==> src/rtl/hp_bar_animator_if.sv <==
// HP update request channel: the combatant logic (master) to the bar animator (slave).
interface hp_bar_animator_if #(
  parameter int NUM_CH = 2,
  parameter int HP_W   = 8
);
  localparam int CH_W = (NUM_CH > 1) ? $clog2(NUM_CH) : 1;

  logic            hp_valid;
  logic            hp_ready;
  logic [CH_W-1:0] hp_ch;
  logic [HP_W-1:0] hp_cur;
  logic [HP_W-1:0] hp_max;
  logic            hp_snap;

  modport master (output hp_valid, hp_ch, hp_cur, hp_max, hp_snap, input hp_ready);
  modport slave  (input hp_valid, hp_ch, hp_cur, hp_max, hp_snap, output hp_ready);
endinterface

==> src/rtl/hp_bar_animator.sv <==
// Health-bar animator: scales hp_cur/hp_max to a bar length with a shared
// restoring divider, then walks each channel's displayed bar one pixel per
// animation step toward its target.
module hp_bar_animator #(
  parameter int NUM_CH      = 2,
  parameter int HP_W        = 8,
  parameter int BAR_W       = 6,
  parameter int STEP_FRAMES = 1
) (
  input  logic                    clk,
  input  logic                    reset_n,
  input  logic                    frame_tick,
  hp_bar_animator_if.slave        hp,
  output logic [NUM_CH*BAR_W-1:0] bar_len,
  output logic [NUM_CH*2-1:0]     bar_zone,
  output logic [NUM_CH-1:0]       anim_busy
);
  localparam int CH_W  = (NUM_CH > 1) ? $clog2(NUM_CH) : 1;
  localparam int NUM_W = HP_W + BAR_W;
  localparam int PRE_W = (STEP_FRAMES > 1) ? $clog2(STEP_FRAMES) : 1;
  localparam int CNT_W = (BAR_W > 1) ? $clog2(BAR_W) : 1;

  localparam logic [BAR_W-1:0] BAR_MAX  = '1;
  localparam logic [BAR_W-1:0] TH_HALF  = BAR_W'((2**BAR_W - 1) / 2);
  localparam logic [BAR_W-1:0] TH_FIFTH = BAR_W'((2**BAR_W - 1) / 5);
  localparam logic [PRE_W-1:0] PRE_LAST = PRE_W'(STEP_FRAMES - 1);
  localparam logic [CNT_W-1:0] CNT_LAST = CNT_W'(BAR_W - 1);

  typedef enum logic [1:0] {IDLE, DIV, STORE} state_t;

  state_t          state_q;
  logic [CH_W-1:0] ch_q;
  logic            snap_q;
  logic            cur_zero_q;
  logic            max_zero_q;
  logic [HP_W-1:0] div_q;
  logic [HP_W-1:0] rem_q;
  logic [BAR_W-1:0] low_q;
  logic [BAR_W-1:0] quo_q;
  logic [CNT_W-1:0] cnt_q;

  logic             accept;
  logic             store;
  logic [HP_W-1:0]  cur_sat;
  logic [NUM_W-1:0] numer;
  logic [HP_W:0]    trial;
  logic             trial_ge;
  logic [HP_W-1:0]  rem_nx;
  logic [BAR_W-1:0] new_tgt;

  assign hp.hp_ready = (state_q == IDLE) && reset_n;
  assign accept      = hp.hp_valid && hp.hp_ready;
  assign store       = (state_q == STORE);

  // Numerator: HP clamped to max, scaled by full bar length
  always_comb begin
    cur_sat = (hp.hp_cur > hp.hp_max) ? hp.hp_max : hp.hp_cur;
    numer   = NUM_W'(cur_sat) * NUM_W'(BAR_MAX);
  end

  // One restoring-division step: bring down next numerator bit, trial subtract
  always_comb begin
    trial    = {rem_q, low_q[BAR_W-1]};
    trial_ge = (trial >= {1'b0, div_q});
    rem_nx   = trial_ge ? HP_W'(trial - {1'b0, div_q}) : trial[HP_W-1:0];
  end

  // Target selection; a living combatant never shows an empty bar
  always_comb begin
    if (max_zero_q || cur_zero_q) new_tgt = '0;
    else if (quo_q == '0)         new_tgt = BAR_W'(1);
    else                          new_tgt = quo_q;
  end

  // Request FSM and divider datapath. The top numerator bits are already
  // below the divisor, so only BAR_W quotient bits remain to be produced.
  always_ff @(posedge clk) begin
    if (!reset_n) begin
      state_q    <= IDLE;
      ch_q       <= '0;
      snap_q     <= 1'b0;
      cur_zero_q <= 1'b0;
      max_zero_q <= 1'b0;
      div_q      <= '0;
      rem_q      <= '0;
      low_q      <= '0;
      quo_q      <= '0;
      cnt_q      <= '0;
    end else begin
      case (state_q)
        IDLE: begin
          if (accept) begin
            state_q    <= DIV;
            ch_q       <= hp.hp_ch;
            snap_q     <= hp.hp_snap;
            cur_zero_q <= (hp.hp_cur == '0);
            max_zero_q <= (hp.hp_max == '0);
            div_q      <= hp.hp_max;
            rem_q      <= numer[NUM_W-1:BAR_W];
            low_q      <= numer[BAR_W-1:0];
            quo_q      <= '0;
            cnt_q      <= '0;
          end
        end
        DIV: begin
          rem_q <= rem_nx;
          low_q <= low_q << 1;
          quo_q <= (quo_q << 1) | BAR_W'(trial_ge);
          cnt_q <= cnt_q + 1'b1;
          if (cnt_q == CNT_LAST) state_q <= STORE;
        end
        STORE:   state_q <= IDLE;
        default: state_q <= IDLE;
      endcase
    end
  end

  for (genvar c = 0; c < NUM_CH; c++) begin : g_ch
    logic [BAR_W-1:0] bar_q, bar_d;
    logic [BAR_W-1:0] tgt_q, tgt_d;
    logic [PRE_W-1:0] pre_q, pre_d;
    logic [1:0]       zone;
    logic             hit;

    // Out-of-range channel numbers match no lane, so STORE writes nothing
    assign hit = store && (ch_q == CH_W'(c));

    // Next bar/target/prescaler: STORE beats a coincident animation step
    always_comb begin
      bar_d = bar_q;
      tgt_d = tgt_q;
      pre_d = pre_q;
      if (hit) begin
        tgt_d = new_tgt;
        pre_d = '0;
        if (snap_q) bar_d = new_tgt;
      end else if (bar_q != tgt_q) begin
        if (frame_tick) begin
          if (pre_q == PRE_LAST) begin
            pre_d = '0;
            bar_d = (bar_q < tgt_q) ? bar_q + 1'b1 : bar_q - 1'b1;
          end else begin
            pre_d = pre_q + 1'b1;
          end
        end
      end else begin
        pre_d = '0;
      end
    end

    // Channel state registers; reset shows a full bar
    always_ff @(posedge clk) begin
      if (!reset_n) begin
        bar_q <= BAR_MAX;
        tgt_q <= BAR_MAX;
        pre_q <= '0;
      end else begin
        bar_q <= bar_d;
        tgt_q <= tgt_d;
        pre_q <= pre_d;
      end
    end

    // Colour zone from displayed length
    always_comb begin
      if (bar_q == '0)          zone = 2'b11;
      else if (bar_q > TH_HALF)  zone = 2'b00;
      else if (bar_q > TH_FIFTH) zone = 2'b01;
      else                       zone = 2'b10;
    end

    assign bar_len[c*BAR_W +: BAR_W] = bar_q;
    assign bar_zone[c*2 +: 2]        = zone;
    assign anim_busy[c]              = (bar_q != tgt_q);
  end

endmodule

==> src/flat_wrapper.sv <==
// flat-port wrapper written by rule: the top's interface ports become plain ports
module hp_bar_animator_flat 
#(
  parameter int NUM_CH      = 2,
  parameter int HP_W        = 8,
  parameter int BAR_W       = 6,
  parameter int STEP_FRAMES = 1
)
  (clk, reset_n, frame_tick, bar_len, bar_zone, anim_busy, hp_hp_valid, hp_hp_ch, hp_hp_cur, hp_hp_max, hp_hp_snap, hp_hp_ready);
  hp_bar_animator_if #(.NUM_CH(NUM_CH), .HP_W(HP_W)) hp_i ();
  input  logic clk;
  input  logic reset_n;
  input  logic frame_tick;
  output logic [NUM_CH*BAR_W-1:0] bar_len;
  output logic [NUM_CH*2-1:0] bar_zone;
  output logic [NUM_CH-1:0] anim_busy;
  input wire logic [$bits(hp_i.hp_valid)-1:0] hp_hp_valid;
  input wire logic [$bits(hp_i.hp_ch)-1:0] hp_hp_ch;
  input wire logic [$bits(hp_i.hp_cur)-1:0] hp_hp_cur;
  input wire logic [$bits(hp_i.hp_max)-1:0] hp_hp_max;
  input wire logic [$bits(hp_i.hp_snap)-1:0] hp_hp_snap;
  output wire logic [$bits(hp_i.hp_ready)-1:0] hp_hp_ready;
  assign hp_i.hp_valid = hp_hp_valid;
  assign hp_i.hp_ch = hp_hp_ch;
  assign hp_i.hp_cur = hp_hp_cur;
  assign hp_i.hp_max = hp_hp_max;
  assign hp_i.hp_snap = hp_hp_snap;
  assign hp_hp_ready = hp_i.hp_ready;
  hp_bar_animator #(.NUM_CH(NUM_CH), .HP_W(HP_W), .BAR_W(BAR_W), .STEP_FRAMES(STEP_FRAMES)) u_core (.clk(clk), .reset_n(reset_n), .frame_tick(frame_tick), .hp(hp_i), .bar_len(bar_len), .bar_zone(bar_zone), .anim_busy(anim_busy));
endmodule
==> config.mk <==
export PLATFORM = sky130hd
export DESIGN_NAME = hp_bar_animator_flat
export DESIGN_NICKNAME = d
export VERILOG_FILES = /design/src/rtl/hp_bar_animator_if.sv /design/src/rtl/hp_bar_animator.sv /design/src/flat_wrapper.sv
export SDC_FILE = /design/constraint.sdc
export NUM_CORES = 1
export LEC_CHECK = 0
export ABC_AREA = 1
export BUFFER_PORTS_ARGS = -buffer_cell sky130_fd_sc_hd__buf_2
export CAP_MARGIN = 20
export CORE_MARGIN = 10
export CORE_UTILIZATION = 60
export DETAILED_ROUTE_END_ITERATION = 8
export PLACE_DENSITY = 0.8
export SLEW_MARGIN = 20
export SYNTH_ARGS = -nofsm -noshare
export SYNTH_HDL_FRONTEND = slang
export SYNTH_SLANG_ARGS = --single-unit
==> constraint.sdc <==
create_clock -name clk -period 12.6 [get_ports clk]
set_clock_uncertainty 0.2 [all_clocks]
set_input_delay 2.52 -clock clk [delete_from_list [all_inputs] [get_ports clk]]
set_output_delay 2.52 -clock clk [all_outputs]
set_load 0.01 [all_outputs]
==> impl_metrics.prom <==
# TYPE chip_impl_metric gauge
chip_impl_info{name="status",value="complete, no violations"} 1
chip_impl_metric{name="layout-area-overhead-vs-synth",unit="%"} 9.85
chip_impl_metric{name="fmax",unit="MHz"} 143
chip_impl_metric{name="antenna_cells",unit=""} 0
chip_impl_metric{name="groute.layer.met1.usage",unit="%"} 23.4
chip_impl_metric{name="detail_route.first_pass.iterations",unit=""} 5
chip_impl_metric{name="hold-path-cell-count",unit=""} 2
chip_impl_metric{name="report.final.hold_viol_count",unit=""} 0
chip_impl_metric{name="io_pins",unit=""} 41
chip_impl_metric{name="slew_viol_final",unit=""} 0
chip_impl_metric{name="max_slew_margin",unit="%"} 38.7
chip_impl_info{name="critPathSlowestCell",value="sky130_fd_sc_hd__fa_1"} 1
chip_impl_metric{name="hpwl",unit="microns"} 9920
chip_impl_metric{name="total_wire_length",unit="microns"} 12700
chip_impl_metric{name="avgSynthCellArea",unit="sq um"} 6.97
chip_impl_info{name="crit_path_frequent_cell",value="sky130_fd_sc_hd__nand2_1"} 1
chip_impl_info{name="synth-main-ff-cell",value="sky130_fd_sc_hd__dfxtp_1"} 1
chip_impl_info{name="crit_chain",value="buf_2, inv_1, ha_1, nand2_1, nor2_1, nand2_1, nand2_1, nand2_2, nand2_1, o21ai_2, fa_1, inv_1, fa_1, inv_1, fa_1, ha_1, a21oi_1, o21ai_0, nand2_1, nand3_1, nand2_1, nand3_1, nand3_1, nand2_1"} 1
chip_impl_metric{name="grt_start_max_net_pins",unit=""} 38
chip_impl_metric{name="ys_warn_count",unit=""} 0
chip_impl_info{name="synth_area_leader_cell",value="sky130_fd_sc_hd__dfxtp_1"} 1
chip_impl_metric{name="sw_frac_of_total",unit="%"} 50.2
chip_impl_metric{name="cp.required",unit="ns"} 12.64
chip_impl_metric{name="synth_enable_flop_cells",unit=""} 0
chip_impl_metric{name="worstPathArrival",unit="ns"} 7.02
chip_impl_metric{name="timing.critical_path.fanout_max",unit=""} 15
chip_impl_metric{name="async_reset_ff_share",unit="%"} 0
chip_impl_metric{name="clock_sink_count",unit=""} 61
chip_impl_info{name="crit_start",value="hp_hp_max[7]"} 1
chip_impl_info{name="hold_end",value="u_core.state_q[1]"} 1
chip_impl_metric{name="finalCriticalPeriod",unit="ns"} 6.98
chip_impl_metric{name="synth_top_area_share",unit="%"} 23.3
chip_impl_metric{name="clk_pin_slew_worst_paths",unit="ns"} 0.08
chip_impl_info{name="timing.critical_path.from_type",value="input pin"} 1
chip_impl_metric{name="start_util",unit="%"} 60.9
chip_impl_metric{name="timing.reg2reg.setup_slack",unit="ns"} 9.67
chip_impl_metric{name="first_pass_grt_wire_length",unit="microns"} 21700
chip_impl_info{name="synth_common_cells",value="165 x sky130_fd_sc_hd__nand2_1, 131 x sky130_fd_sc_hd__inv_1, 74 x sky130_fd_sc_hd__nand3_1"} 1
chip_impl_metric{name="globalRouteMet2Util",unit="%"} 35.2
chip_impl_info{name="grt-busiest-layer",value="met2"} 1
chip_impl_metric{name="ant_nets",unit=""} 0
chip_impl_metric{name="placement_rows",unit=""} 34
chip_impl_metric{name="power_per_cell_area",unit="nW/um^2"} 279
chip_impl_metric{name="cts_buffer_depth",unit=""} 2
chip_impl_info{name="hold_start",value="u_core.cnt_q[2]"} 1
chip_impl_metric{name="antenna_found_initial",unit=""} 0
chip_impl_metric{name="synth_cell_type_count",unit=""} 40
chip_impl_metric{name="grt_pass1_vias",unit=""} 4747
chip_impl_info{name="top_area_cells_in_the_synthesized_netlist",value="sky130_fd_sc_hd__dfxtp_1 23%, sky130_fd_sc_hd__ha_1 15%, sky130_fd_sc_hd__nand2_1 12%"} 1
chip_impl_metric{name="clock_power_share",unit="%"} 14.7
chip_impl_metric{name="cts-hold-fix-buffers",unit=""} 0
chip_impl_info{name="holdCritPathClass",value="reg -> reg"} 1
chip_impl_metric{name="vias_per_cell",unit=""} 5.53
chip_impl_metric{name="total_switching_power",unit="mW"} 0.805
chip_impl_info{name="rsz0062_at_grt",value="false"} 1
chip_impl_metric{name="nNetsFinal",unit=""} 890
chip_impl_metric{name="core_area",unit="sq um"} 8590
chip_impl_metric{name="worst_pin_slew",unit="ns"} 0.919
chip_impl_metric{name="power.internal",unit="mW"} 0.799
chip_impl_metric{name="gr-usage-met3",unit="%"} 2.99
chip_impl_info{name="r2r-end",value="u_core.g_ch[0].bar_q[4]"} 1
chip_impl_metric{name="final.setup.tns",unit="ns"} 0
chip_impl_metric{name="insertion_delay",unit="ns"} 0.34
chip_impl_metric{name="design.die.area",unit="sq um"} 12900
chip_impl_metric{name="numPortBuffers",unit=""} 40
chip_impl_metric{name="detailedRoute.firstIterationViolations",unit=""} 408
chip_impl_metric{name="reg2reg_depth",unit=""} 15
chip_impl_metric{name="cap_viol_max_count",unit=""} 0
chip_impl_metric{name="drcViolationCount",unit=""} 0
chip_impl_info{name="clock_tree_root_driver_cell",value="sky130_fd_sc_hd__clkbuf_8"} 1
chip_impl_metric{name="drt-wirelength-per-cell",unit="microns"} 14.1
chip_impl_metric{name="sequential_to_total_area_share_from_yosys_stat",unit="%"} 23.3
chip_impl_metric{name="ctsHtreeMaxLevel",unit=""} 3
chip_impl_metric{name="power.sequential.fraction",unit="%"} 16.5
chip_impl_metric{name="ys_seq_elements",unit=""} 61
chip_impl_info{name="cp_class",value="in -> reg"} 1
chip_impl_metric{name="layout-drive-gt1-share",unit="%"} 10.8
chip_impl_metric{name="post_synth_instance_area",unit="sq um"} 5240
chip_impl_metric{name="gp_congestion",unit=""} 0.931
chip_impl_metric{name="cts_buffers",unit=""} 9
chip_impl_metric{name="track_usage",unit="%"} 19.8
chip_impl_metric{name="num_vias",unit=""} 4967
chip_impl_metric{name="dieWidth",unit="microns"} 113
chip_impl_metric{name="vdd_drop_max",unit="mV"} 0.254
chip_impl_metric{name="postLayoutCoreUtil",unit="%"} 66.9
chip_impl_metric{name="post_cts_resized",unit=""} 0
chip_impl_info{name="r2r_start",value="u_core.g_ch[0].bar_q[1]"} 1
chip_impl_metric{name="chipHeight",unit="microns"} 113
chip_impl_info{name="synthMostInstantiatedCell",value="sky130_fd_sc_hd__nand2_1"} 1
chip_impl_metric{name="synth_fp_nets",unit=""} 856
chip_impl_metric{name="final.period_utilization",unit="%"} 55.4
chip_impl_metric{name="grt_overflow_total",unit=""} 0
chip_impl_metric{name="comb_pwr_share",unit="%"} 68.8
chip_impl_info{name="worst_setup_path_end_kind",value="flop"} 1
chip_impl_metric{name="setup_viol",unit=""} 0
chip_impl_metric{name="critical_path.max_stage_delay",unit="ns"} 0.59
chip_impl_info{name="cts_tree",value="yes"} 1
chip_impl_metric{name="static_leakage_power",unit="nW"} 3.06
chip_impl_metric{name="cts_post_setup_buffers_inserted",unit=""} 0
chip_impl_metric{name="post_synth_inst_count",unit=""} 751
-- registers in the layout, indices dropped and copies added (netlist names) --
| signal | count |
|---|---|
| u_core.max_zero_q | 1 |
| u_core.cur_zero_q | 1 |
| u_core.g_ch.bar_q | 12 |
| u_core.div_q | 8 |
| u_core.state_q | 2 |
| u_core.low_q | 6 |
| u_core.snap_q | 1 |
| u_core.cnt_q | 3 |
| u_core.g_ch.tgt_q | 12 |
| u_core.rem_q | 8 |
| u_core.quo_q | 6 |
| u_core.ch_q | 1 |
-- how the worst max path moves through the flow --
stage,end,cells past startpoint
after detailed placement,u_core.rem_q[6],21
after global placement,u_core.rem_q[6],24
after floorplan,u_core.rem_q[6],21
final,u_core.rem_q[6],24
after global routing,u_core.rem_q[6],24
after CTS,u_core.rem_q[6],21
-- layout make-up --
type                            instances  area (sq um)
Clock inverter                          7           146
Timing Repair Buffer                   40           200
Tap cell                              108           135
Sequential cell                        61          1220
Clock buffer                            9           124
Fill cell                             754          2840
Inverter                              142           536
Multi-Input combinational cell        531          3390
-- stage by stage --
stage | cells | cell area [sq um] | setup WS (ns) | total power [mW] | hold slack, ns
final | 898 | 5750 | 5.62 | 1.60 | 0.268
after global placement | 882 | 5480 | 5.39 | 1.33 | 0.240
after global routing | 898 | 5750 | 5.27 | 1.79 | 0.280
after detailed placement | 882 | 5480 | 5.32 | 1.35 | 0.250
after CTS | 898 | 5750 | 5.66 | 1.60 | 0.267
after floorplan | 751 | 5240 | 5.90 | 1.12 | 0.229
-- critical path: cells and delay by family --
kind	cells	cell delay (ns)
buf+inv	4	0.30
fa+ha+maj	5	2.22
simple gates	12	1.38
compound gates	3	0.58
-- metal layers --
metal / share of wire [%] / up-vias
met5: 0 / -
met4: 1.8 / 0
met3: 4.3 / 24
met2: 51 / 127
met1: 42 / 2304
li1: - / 2512
-- cells in the final DEF, fill, tap and decap left out, drive strengths merged --
master	netlist	layout
a211oi	1	1
a21boi	1	1
a21o	3	3
a21oi	49	49
a221oi	1	1
a31oi	1	1
buf	11	40
bufinv	0	4
clkbuf	6	9
clkinv	1	3
dfxtp	61	61
fa	21	21
ha	62	62
inv	141	142
nand2	171	171
nand3	76	76
nand3b	2	2
nand4	9	9
nor2	42	42
nor3	6	6
nor4	3	3
o211ai	11	11
o21a	3	3
o21ai	50	50
o22ai	7	7
o31ai	2	2
o32ai	3	3
xnor2	4	4
xor2	3	3
-- cell families (layout without fill, tap and decap cells) --
kind of cell | Yosys count | count (layout) | share of synthesized area [%]
and+or+nand+nor | 309 | 309 | 26.2
buffers and inverters | 159 | 198 | 12.0
xor gates and xnor gates | 7 | 7 | 1.17
adders and majority gates | 83 | 83 | 22.8
AOI/OAI and AO/OA | 132 | 132 | 14.5
DFF | 61 | 61 | 23.3
-- power by group through the flow --
stage,clock (mW),sequential [mW],combinational [mW]
after floorplan,0,0.266,0.851
after global routing,0.248,0.270,1.27
after CTS,0.239,0.263,1.10
after global placement,0,0.267,1.07
after detailed placement,0,0.268,1.08
final,0.235,0.264,1.10
No activity file was read; power rests on OpenSTA's default activity.
